[config.mk]
export PLATFORM = sky130hd
export DESIGN_NAME = alpu_pipe
export DESIGN_NICKNAME = d
export VERILOG_FILES = /design/src/rtl/alpu_pipe.sv
export SDC_FILE = /design/constraint.sdc
export NUM_CORES = 1
export LEC_CHECK = 0
export CORE_ASPECT_RATIO = 1.25
export CORE_MARGIN = 5
export CORE_UTILIZATION = 52
export CTS_BUF_LIST = sky130_fd_sc_hd__clkbuf_2 sky130_fd_sc_hd__clkbuf_4 sky130_fd_sc_hd__clkbuf_8
export CTS_CLUSTER_DIAMETER = 40
export DETAILED_ROUTE_END_ITERATION = 8
export GPL_ROUTABILITY_DRIVEN = 0
export PLACE_DENSITY = 0.79
export SLEW_MARGIN = 20
export SYNTH_ARGS = -nofsm -noshare
export SYNTH_HDL_FRONTEND = slang
export SYNTH_SLANG_ARGS = --single-unit
export TNS_END_PERCENT = 100
[constraint.sdc]
create_clock -name clk -period 1.45 [get_ports clk]
set_clock_uncertainty 0.05 [all_clocks]
set_input_delay 0.29 -clock clk [delete_from_list [all_inputs] [get_ports clk]]
set_output_delay 0.29 -clock clk [all_outputs]
set_load 0.1 [all_outputs]
[src/rtl/alpu_pipe.sv]
// -----------------------------------------------------------------------------
// alpu_pipe -- pipelined arithmetic/logic processing unit
//
// All arithmetic and flag evaluation is combinational in front of slot 0.
// STAGES registered slots then form an elastic valid/ready chain that only
// delays the result. A slot loads when it is empty or when its successor
// takes its current contents in the same cycle. Each op carries an opaque tag
// (the destination register ID), so results retire in accept order.
//
// Parameters:
//   REG_WIDTH  operand/result width (>=2, power of 2)
//   STAGES     number of pipeline slots = unstalled latency (1..4)
//   TAG_WIDTH  width of the pass-through tag
//
// Ports:
//   clk, reset_n             clock, asynchronous active-low reset
//   in_valid_i / in_ready_o  upstream handshake
//   instr_i, a_i, b_i,       opcode, operands (b_i also gives the shift
//   cin_i, tag_i             amount), carry-in, tag
//   out_valid_o/out_ready_i  downstream handshake
//   out_o, cout_o, zero_o,   result and flags (carry, zero, negative,
//   neg_o, ovf_o, illegal_o  signed overflow, reserved opcode)
//   tag_o                    tag of the presented result
// -----------------------------------------------------------------------------
module alpu_pipe #(
    parameter int REG_WIDTH = 8,
    parameter int STAGES    = 2,
    parameter int TAG_WIDTH = 4
) (
    input  logic                 clk,
    input  logic                 reset_n,
    input  logic                 in_valid_i,
    output logic                 in_ready_o,
    input  logic [3:0]           instr_i,
    input  logic [REG_WIDTH-1:0] a_i,
    input  logic [REG_WIDTH-1:0] b_i,
    input  logic                 cin_i,
    input  logic [TAG_WIDTH-1:0] tag_i,
    output logic                 out_valid_o,
    input  logic                 out_ready_i,
    output logic [REG_WIDTH-1:0] out_o,
    output logic                 cout_o,
    output logic                 zero_o,
    output logic                 neg_o,
    output logic                 ovf_o,
    output logic                 illegal_o,
    output logic [TAG_WIDTH-1:0] tag_o
);

    localparam int MSB  = REG_WIDTH - 1;
    localparam int SH_W = $clog2(REG_WIDTH);
    // Slot payload: {illegal, ovf, neg, zero, carry, tag, result}
    localparam int PW   = REG_WIDTH + TAG_WIDTH + 5;

    localparam logic [3:0] OP_ADD  = 4'h0;
    localparam logic [3:0] OP_ADC  = 4'h1;
    localparam logic [3:0] OP_SUB  = 4'h2;
    localparam logic [3:0] OP_SBC  = 4'h3;
    localparam logic [3:0] OP_AND  = 4'h4;
    localparam logic [3:0] OP_OR   = 4'h5;
    localparam logic [3:0] OP_XOR  = 4'h6;
    localparam logic [3:0] OP_NOT  = 4'h7;
    localparam logic [3:0] OP_SHL  = 4'h8;
    localparam logic [3:0] OP_SHR  = 4'h9;
    localparam logic [3:0] OP_ASR  = 4'hA;
    localparam logic [3:0] OP_PASS = 4'hB;
    localparam logic [3:0] OP_CMP  = 4'hC;

    // ------------------------------------------------------------------
    // Compute stage (combinational)
    // ------------------------------------------------------------------
    logic [REG_WIDTH-1:0] w_bop;
    logic                 w_ci;
    logic [REG_WIDTH:0]   w_sum;
    logic                 w_arith_v;
    logic [SH_W-1:0]      w_amt;
    logic [REG_WIDTH:0]   w_shl;
    logic [REG_WIDTH:0]   w_shr;
    logic [REG_WIDTH:0]   w_asr;
    logic [REG_WIDTH-1:0] w_res;
    logic                 w_c;
    logic                 w_v;
    logic                 w_ill;
    logic [REG_WIDTH-1:0] w_flag_src;
    logic                 w_zero;
    logic                 w_neg;
    logic [PW-1:0]        w_comp;

    // Subtracts are A + ~B + carry-in, so the carry out is the no-borrow flag.
    always_comb begin
        w_bop = b_i;
        w_ci  = 1'b0;
        case (instr_i)
            OP_ADC:         w_ci = cin_i;
            OP_SUB, OP_CMP: begin w_bop = ~b_i; w_ci = 1'b1;  end
            OP_SBC:         begin w_bop = ~b_i; w_ci = cin_i; end
            default:        ;
        endcase
    end

    assign w_sum     = {1'b0, a_i} + {1'b0, w_bop} + {{REG_WIDTH{1'b0}}, w_ci};
    assign w_arith_v = (a_i[MSB] == w_bop[MSB]) && (w_sum[MSB] != a_i[MSB]);

    // Shifts run one bit wider so the last bit shifted out lands in a fixed
    // position: bit REG_WIDTH for left shifts, bit 0 for right shifts. With a
    // zero amount that extra bit is the zero pad, giving carry 0.
    assign w_amt = b_i[SH_W-1:0];
    assign w_shl = {1'b0, a_i} << w_amt;
    assign w_shr = {a_i, 1'b0} >> w_amt;
    assign w_asr = $signed({a_i, 1'b0}) >>> w_amt;

    always_comb begin
        w_res = '0;
        w_c   = 1'b0;
        w_v   = 1'b0;
        w_ill = 1'b0;
        case (instr_i)
            OP_ADD, OP_ADC, OP_SUB, OP_SBC: begin
                w_res = w_sum[MSB:0];
                w_c   = w_sum[REG_WIDTH];
                w_v   = w_arith_v;
            end
            OP_AND:  w_res = a_i & b_i;
            OP_OR:   w_res = a_i | b_i;
            OP_XOR:  w_res = a_i ^ b_i;
            OP_NOT:  w_res = ~a_i;
            OP_SHL:  begin w_res = w_shl[MSB:0];       w_c = w_shl[REG_WIDTH]; end
            OP_SHR:  begin w_res = w_shr[REG_WIDTH:1]; w_c = w_shr[0];         end
            OP_ASR:  begin w_res = w_asr[REG_WIDTH:1]; w_c = w_asr[0];         end
            OP_PASS: w_res = b_i;
            OP_CMP: begin
                w_res = a_i;
                w_c   = w_sum[REG_WIDTH];
                w_v   = w_arith_v;
            end
            default: w_ill = 1'b1;
        endcase
    end

    // CMP reports the operand but its Z/N come from the difference.
    // A reserved opcode yields out=0 with every flag except illegal clear.
    assign w_flag_src = (instr_i == OP_CMP) ? w_sum[MSB:0] : w_res;
    assign w_zero     = !w_ill && (w_flag_src == '0);
    assign w_neg      = w_flag_src[MSB];
    assign w_comp     = {w_ill, w_v, w_neg, w_zero, w_c, tag_i, w_res};

    // ------------------------------------------------------------------
    // Elastic slot chain
    // ------------------------------------------------------------------
    // Holds in_ready_o low until the first edge after reset is released.
    logic r_rdy_en;

    always_ff @(posedge clk or negedge reset_n) begin
        if (!reset_n) r_rdy_en <= 1'b0;
        else          r_rdy_en <= 1'b1;
    end

    genvar gi;
    generate
        for (gi = 0; gi < STAGES; gi++) begin : g_slot
            logic          r_valid;
            logic [PW-1:0] r_data;
            logic          w_adv;       // contents leave this slot this cycle
            logic          w_load;      // slot captures its source this edge
            logic          w_src_valid;
            logic [PW-1:0] w_src_data;

            if (gi == STAGES - 1) begin : g_last
                assign w_adv = r_valid && out_ready_i;
            end else begin : g_mid
                assign w_adv = r_valid && g_slot[gi+1].w_load;
            end

            if (gi == 0) begin : g_first
                assign w_src_valid = in_valid_i && r_rdy_en;
                assign w_src_data  = w_comp;
            end else begin : g_chain
                assign w_src_valid = g_slot[gi-1].r_valid;
                assign w_src_data  = g_slot[gi-1].r_data;
            end

            assign w_load = !r_valid || w_adv;

            always_ff @(posedge clk or negedge reset_n) begin
                if (!reset_n) begin
                    r_valid <= 1'b0;
                    r_data  <= '0;
                end else if (w_load) begin
                    r_valid <= w_src_valid;
                    // A bubble leaves the old data in place; it is masked by
                    // the cleared valid bit.
                    if (w_src_valid) r_data <= w_src_data;
                end
            end
        end
    endgenerate

    logic [PW-1:0] w_out_data;

    assign in_ready_o  = r_rdy_en && g_slot[0].w_load;
    assign out_valid_o = g_slot[STAGES-1].r_valid;
    assign w_out_data  = g_slot[STAGES-1].r_data;

    assign out_o     = w_out_data[MSB:0];
    assign tag_o     = w_out_data[REG_WIDTH +: TAG_WIDTH];
    assign cout_o    = w_out_data[REG_WIDTH + TAG_WIDTH];
    assign zero_o    = w_out_data[REG_WIDTH + TAG_WIDTH + 1];
    assign neg_o     = w_out_data[REG_WIDTH + TAG_WIDTH + 2];
    assign ovf_o     = w_out_data[REG_WIDTH + TAG_WIDTH + 3];
    assign illegal_o = w_out_data[REG_WIDTH + TAG_WIDTH + 4];

endmodule

==> flow_metrics.env, run 1 <==
export IMPL_fmax_ghz=0.352
export IMPL_cts_sinks=37
export IMPL_critPathTopFamily="compound AO/OA/AOI/OAI gates"
export IMPL_rr_worst_depth=8
export IMPL_h_tree_depth=2
export IMPL_internal_power_mw=3.39
export IMPL_p_sw_share_pct=43.8
export IMPL_dr_pass1_iters=6
export IMPL_num_rows=33
export IMPL_areaGrowthSynthToFinish_pct=52.2
export IMPL_cp_depth=16
export IMPL_async_flop_share_pct=100
export IMPL_core_sq_mm=0.00661
export IMPL_fillers=385
export IMPL_power_mw=6.03
export IMPL_yosysSeqAreaShare_pct=26.0
export IMPL_wirelength_mm=12.4
export IMPL_cts_root_buf="clkbuf_8"
export IMPL_dpl_cell_count=615
export IMPL_viasPerCell=6.20
export IMPL_cts_tree="done"
export IMPL_busiest_layer="met2"
export IMPL_hpwl_mm=9.11
export IMPL_cts_made_buffers=5
export IMPL_clk_latency_ns=0.29
export IMPL_ant_nets=0
export IMPL_worstPathMaxFanout=4
export IMPL_violations="setup timing"
export IMPL_r2r_start="out_valid_o$_DFFE_PN0P_"
export IMPL_startpoint="instr_i[1]"
export IMPL_drv_slew=0
export IMPL_die_h_um=103
export IMPL_rsz0062_at_grt="yes"
export IMPL_leakagePower_nw=2.47
export IMPL_r2r_end="g_slot[0].r_data[8]$_DFFE_PN0P_"
export IMPL_hold_viol=0
export IMPL_yosys_most_used_dff="dfrtp_1"
export IMPL_required_ns=1.62
export IMPL_grt_overflow=0
export IMPL_initial_core_util_pct=53.9
export IMPL_p_per_area_mw_per_mm2=1110
export IMPL_globalRouteMet2Util_pct=53.1
export IMPL_path_class="in -> reg"
export IMPL_critPathArrivalTime_ns=3.02
export IMPL_postSynthCellCount=410
export IMPL_status="finished with violations"
export IMPL_die_w_um=84.0
export IMPL_use_met3_pct=4.72
export IMPL_met1_usage_pct=29.0
export IMPL_hold_path_depth=2
export IMPL_cp_start_kind="input port"
export IMPL_path_cells="buf_8 > or2_4 > nor2_4 > a21oi_4 > buf_4 > xnor2_1 > ha_1 > buf_4 > o21ai_0 > o21bai_2 > nand3_1 > o31ai_2 > a211oi_2 > nand3_1 > a21oi_1 > a32o_1"
export IMPL_final_nets=601
export IMPL_synth_nets=465
export IMPL_maxCapViolCount=0
export IMPL_fin_util_pct=82.1
export IMPL_endpoint="g_slot[0].r_data[13]$_DFFE_PN0P_"
export IMPL_final_seq_area_sq_um=930
export IMPL_irDropWorstVdd_v=0.000877
export IMPL_grt_pass1_wl_mm=19.4
export IMPL_drive_above_1_share_pct=40.4
export IMPL_period_needed_ns=2.84
export IMPL_drt_iter0_drc=303
export IMPL_cts_buffer_depth=2
export IMPL_switchingPower_mw=2.64
export IMPL_worst_slack_ns=-1.39
export IMPL_finalNonFillerCells=634
export IMPL_yosysWarnings=0
export IMPL_path_buf_inv=3
export IMPL_multi_input_area_sq_mm=0.00265
export IMPL_pin_count=48
export IMPL_pwr_share_clk_pct=15.3
export IMPL_p_comb_share_pct=60.2
export IMPL_drc=0
export IMPL_synth_distinct_cells=67
export IMPL_grt_max_degree=32
export IMPL_crit_slowest_cell="o21ai_0"
export IMPL_track_usage_pct=28.2
export IMPL_num_vias=3928
export IMPL_fin_crit_sh_pct=196
export IMPL_worstHoldPathType="reg -> reg"
export IMPL_syn_area_sq_mm=0.00356
export IMPL_critical_path_max_stage_delay_ns=0.36
export IMPL_grt_pass1_vias=3985
export IMPL_num_antenna_cells=0
export IMPL_synth_edf_count=0
export IMPL_endpoint_kind="register"
export IMPL_wire_per_inst_um=19.6
export IMPL_fin_worst_hold_slack_ns=0.427
export IMPL_clk_pin_slew_ns=0.06
export IMPL_regToRegSetupSlack_ns=-0.14
export IMPL_die_area_sq_mm=0.00862
export IMPL_grt_antenna_before_repair=0
export IMPL_syn_avg_cell_area_sq_um=8.69
export IMPL_numPortBuffers=47
export IMPL_ys_seq_elements=37
export IMPL_finalSetupViolCount=18
export IMPL_pwr_share_seq_pct=24.6
[cells in the mapped netlist (11+ instances only)]
cell | count | area share (%)
nand2_1 | 49 | 5.2
dfrtp_1 | 37 | 26
o21ai_0 | 27 | 3.8
a21oi_1 | 25 | 3.5
nor2_1 | 25 | 2.6
ha_1 | 24 | 8.4
inv_1 | 23 | 2.4
mux2_2 | 19 | 6.0
nand2b_1 | 12 | 2.1
nand3_1 | 12 | 1.7
xnor2_1 | 12 | 3.0
buf_2 | 11 | 1.5
mux4_2 | 11 | 7.0
[through the flow]
stage                     TNS [ns]  cell area [sq um]  worst slack (ns)
after detailed placement    -26.69               5040             -2.03
final                       -13.94               5420             -1.39
after CTS                   -12.28               5330             -1.26
after floorplan             -16.06               3740             -1.60
after global routing        -15.37               5420             -1.48
after global placement      -24.70               5040             -1.93
[layout by cell type (no fill, tap or decap), types with 11 or more instances in the layout]
cell,n
nand2b_1,11
o21ai_0,19
mux4_2,11
ha_1,24
nor2_1,20
buf_4,102
buf_12,22
clkdlybuf4s50_1,20
inv_1,22
a21oi_1,18
nand3_1,12
nand2_1,46
dfrtp_1,36
[registers in the layout, summed over array words and instances (netlist names)]
register	count
g_slot.r_data	34
g_slot.r_valid	1
out_valid_o	1
r_rdy_en	1
[repair_timing]
item                                   4_1_cts  5_1_grt
gates resized for setup                     49       18
setup buffers                                8        5
hold buffers                                 1        0
cloned                                       0        0
pin swaps                                   28       15
setup endpoints to repair                   14       25
endpoints found under the hold margin       21        0
[worst min path at each step]
stage / end / slack, ns / from
finish: g_slot[0].r_data[5]$_DFFE_PN0P_ / 0.43 / g_slot[0].r_data[5]$_DFFE_PN0P_
global route: g_slot[0].r_data[15]$_DFFE_PN0P_ / 0.47 / g_slot[0].r_data[15]$_DFFE_PN0P_
CTS: out_valid_o$_DFFE_PN0P_ / 0.43 / out_ready_i
detailed placement: g_slot[1].r_data[0]$_DFFE_PN0P_ / 0.23 / reset_n
global placement: g_slot[1].r_data[0]$_DFFE_PN0P_ / 0.23 / reset_n
floorplan: g_slot[0].r_data[0]$_DFFE_PN0P_ / -0.06 / reset_n
[logic make-up after synthesis]
logic type / count (synthesis) / share of synthesized area [%]
muxes: 34 / 14.1
AOI/OAI and AO/OA: 110 / 20.7
xor gates and xnor gates: 15 / 3.69
and+or+nand+nor: 135 / 18.7
buffers and inverters: 52 / 7.13
adders and majority gates: 26 / 9.55
other: 1 / 0.105
DFF: 37 / 26.0
[final cells by class]
type | instances | area share, %
Tap cell | 87 | 2.01
Multi-Input combinational cell | 321 | 48.8
Clock inverter | 1 | 0.554
Sequential cell | 37 | 17.1
Inverter | 25 | 1.75
Clock buffer | 7 | 1.66
Timing Repair Buffer | 156 | 28.1
[worst reg2reg max path, cell delays in order (launching register included)]
cell	delay [ns]
dfrtp_4	0.41
nand3b_1	0.11
buf_4	0.15
buf_4	0.12
buf_4	0.12
and3_2	0.24
buf_4	0.16
nand2_1	0.07
nand2_1	0.06
[power by group through the flow]
stage,Combinational [mW],Sequential [mW],Clock (mW)
global route,3.78,1.51,0.978
finish,3.63,1.48,0.922
global placement,3.34,1.48,0
detailed placement,3.42,1.50,0
CTS,3.51,1.48,0.938
floorplan,1.02,2.48,0
[metal layers]
metal,share of wire (%),routed length (um),vias to the layer above
met5,0,0,-
met4,6.7,834,0
met3,8.4,1050,73
met2,51,6390,262
met1,33,4150,1843
li1,-,-,1750
Power figures use the tool's default switching activity.
==> run 2, diff against run 1 <==
--- a/config.mk
+++ b/config.mk
@@ -8,6 +8,6 @@
 export CORE_ASPECT_RATIO = 1.25
-export CORE_MARGIN = 5
+export CORE_MARGIN = 8
 export CORE_UTILIZATION = 52
 export CTS_BUF_LIST = sky130_fd_sc_hd__clkbuf_2 sky130_fd_sc_hd__clkbuf_4 sky130_fd_sc_hd__clkbuf_8
-export CTS_CLUSTER_DIAMETER = 40
+export CTS_CLUSTER_DIAMETER = 150
 export DETAILED_ROUTE_END_ITERATION = 8
==> constraint.sdc (replaced) <==
create_clock -name clk -period 1.45 [get_ports clk]
set_clock_uncertainty 0.05 [all_clocks]
set_input_delay 0.435 -clock clk [delete_from_list [all_inputs] [get_ports clk]]
set_output_delay 0.435 -clock clk [all_outputs]
set_load 0.1 [all_outputs]
==> flow_metrics.env, run 2 (synthesis results as in run 1) <==
export IMPL_viasPerCell=6.42
export IMPL_final_seq_area_sq_um=930
export IMPL_h_tree_depth=2
export IMPL_cts_sinks=37
export IMPL_drive_above_1_share_pct=40.7
export IMPL_core_sq_mm=0.00661
export IMPL_cts_buffer_depth=2
export IMPL_leakagePower_nw=2.50
export IMPL_wire_per_inst_um=21.5
export IMPL_cts_root_buf="clkbuf_8"
export IMPL_path_class="in -> reg"
export IMPL_drv_slew=0
export IMPL_ant_nets=0
export IMPL_worst_slack_ns=-1.62
export IMPL_areaGrowthSynthToFinish_pct=52.9
export IMPL_die_h_um=109
export IMPL_worstHoldPathType="in -> async"
export IMPL_hpwl_mm=9.31
export IMPL_rsz0062_at_grt="yes"
export IMPL_regMostFlops="g_slot.r_data"
export IMPL_track_usage_pct=26.0
export IMPL_finalSetupViolCount=14
export IMPL_num_rows=33
export IMPL_num_antenna_cells=0
export IMPL_worstPathMaxFanout=4
export IMPL_layout_common_cells="buf_4 (103), nand2_1 (46), dfrtp_1 (36), ha_1 (24), buf_12 (23)"
export IMPL_grt_overflow=0
export IMPL_drt_iter0_drc=397
export IMPL_fillers=406
export IMPL_fin_worst_hold_slack_ns=0.0505
export IMPL_wirelength_mm=13.7
export IMPL_required_ns=1.62
export IMPL_numPortBuffers=47
export IMPL_grt_pass1_wl_mm=20.4
export IMPL_cts_tree="done"
export IMPL_multi_input_area_sq_mm=0.00263
export IMPL_power_mw=6.18
export IMPL_dpl_cell_count=618
export IMPL_period_needed_ns=3.07
export IMPL_critPathArrivalTime_ns=3.24
export IMPL_placed_area_sq_mm=0.00508
export IMPL_drc=0
export IMPL_tns_ns=-15.87
export IMPL_grt_antenna_before_repair=0
export IMPL_pin_count=48
export IMPL_fmax_ghz=0.326
export IMPL_num_vias=4099
export IMPL_p_per_area_mw_per_mm2=1140
export IMPL_fin_crit_sh_pct=212
export IMPL_cp_start_kind="input port"
export IMPL_fin_util_pct=82.4
export IMPL_grt_pass1_vias=4215
export IMPL_place_ws_ns=-2.27
export IMPL_maxCapViolCount=0
export IMPL_endpoint_kind="register"
export IMPL_postLayoutCellArea_sq_mm=0.00545
export IMPL_cts_made_buffers=5
export IMPL_layout_commonest_cell="buf_4"
export IMPL_clk_latency_ns=0.30
export IMPL_initial_core_util_pct=53.9
export IMPL_finalNonFillerCells=638
export IMPL_largest_reg_flops=34
export IMPL_dr_pass1_iters=5
export IMPL_die_w_um=90.0
export IMPL_status="finished with violations"
export IMPL_grt_max_degree=38
export IMPL_clk_pin_slew_ns=0.07
export IMPL_irDropWorstVdd_v=0.000977
export IMPL_hold_viol=0
export IMPL_die_area_sq_mm=0.00977
export IMPL_violations="setup timing"
export IMPL_final_nets=605
## run 2: final timing paths
check	start	endpoint	slack, ns	cells after the start
hold / removal	reset_n	g_slot[0].r_data[5]$_DFFE_PN0P_	0.05	2
max in group asynchronous	reset_n	out_valid_o$_DFFE_PN0P_	1.10	2
min in group clk	g_slot[0].r_data[9]$_DFFE_PN0P_	g_slot[0].r_data[9]$_DFFE_PN0P_	0.43	2
setup reg to reg	out_valid_o$_DFFE_PN0P_	g_slot[0].r_data[4]$_DFFE_PN0P_	-0.17	6
setup / recovery	instr_i[2]	g_slot[0].r_data[13]$_DFFE_PN0P_	-1.62	17
hold reg to reg	g_slot[0].r_data[9]$_DFFE_PN0P_	g_slot[0].r_data[9]$_DFFE_PN0P_	0.43	2
## run 2: metal layers
layer / track usage [%] / wire length [um] / vias up
met5: 0 / 0 / -
met4: 20.4 / 1040 / 0
met3: 5.82 / 1160 / 109
met2: 47.5 / 6990 / 298
met1: 25.2 / 4530 / 1931
li1: - / - / 1761
## run 2: layout make-up
class / instances / share of cell area [%]
multi-input combinational: 321 / 48.2
timing repair buffer: 160 / 28.7
sequential: 37 / 17.1
tap: 87 / 2.00
inverter: 25 / 1.75
clock buffer: 6 / 1.52
clock inverter: 2 / 0.689
## run 2: where the power goes
part / total, mW / internal (mW) / switching (mW)
clock: 0.932 / 0.559 / 0.373
combinational: 3.76 / 1.59 / 2.17
sequential: 1.49 / 1.26 / 0.226
total: 6.18 / 3.41 / 2.77
## run 2: timing repair
item | CTS | global route
hold buffers | 0 | 0
endpoints found under the setup margin | 35 | 17
setup buffers | 13 | 2
pin swaps | 31 | 9
endpoints found under the hold margin | 0 | 0
gates resized for setup | 54 | 15
## run 2: critical path: stages
cell and delay [ns]:
buf_2 0.15, nand2_4 0.10, nor2_1 0.04, a21oi_1 0.15
nor2_1 0.07, a31oi_1 0.20, fa_2 0.26, inv_2 0.04
fa_2 0.37, a211oi_4 0.26, o21bai_2 0.13, buf_4 0.16
a21oi_4 0.16, xnor2_1 0.18, nand4_1 0.14, a21oi_2 0.18
a32o_1 0.22
==> run 3, diff against run 2 <==
- SLEW_MARGIN: 20 -> 5
==> results of run 3 <==
Final layout, timing and power as in run 2 (identical DEF).
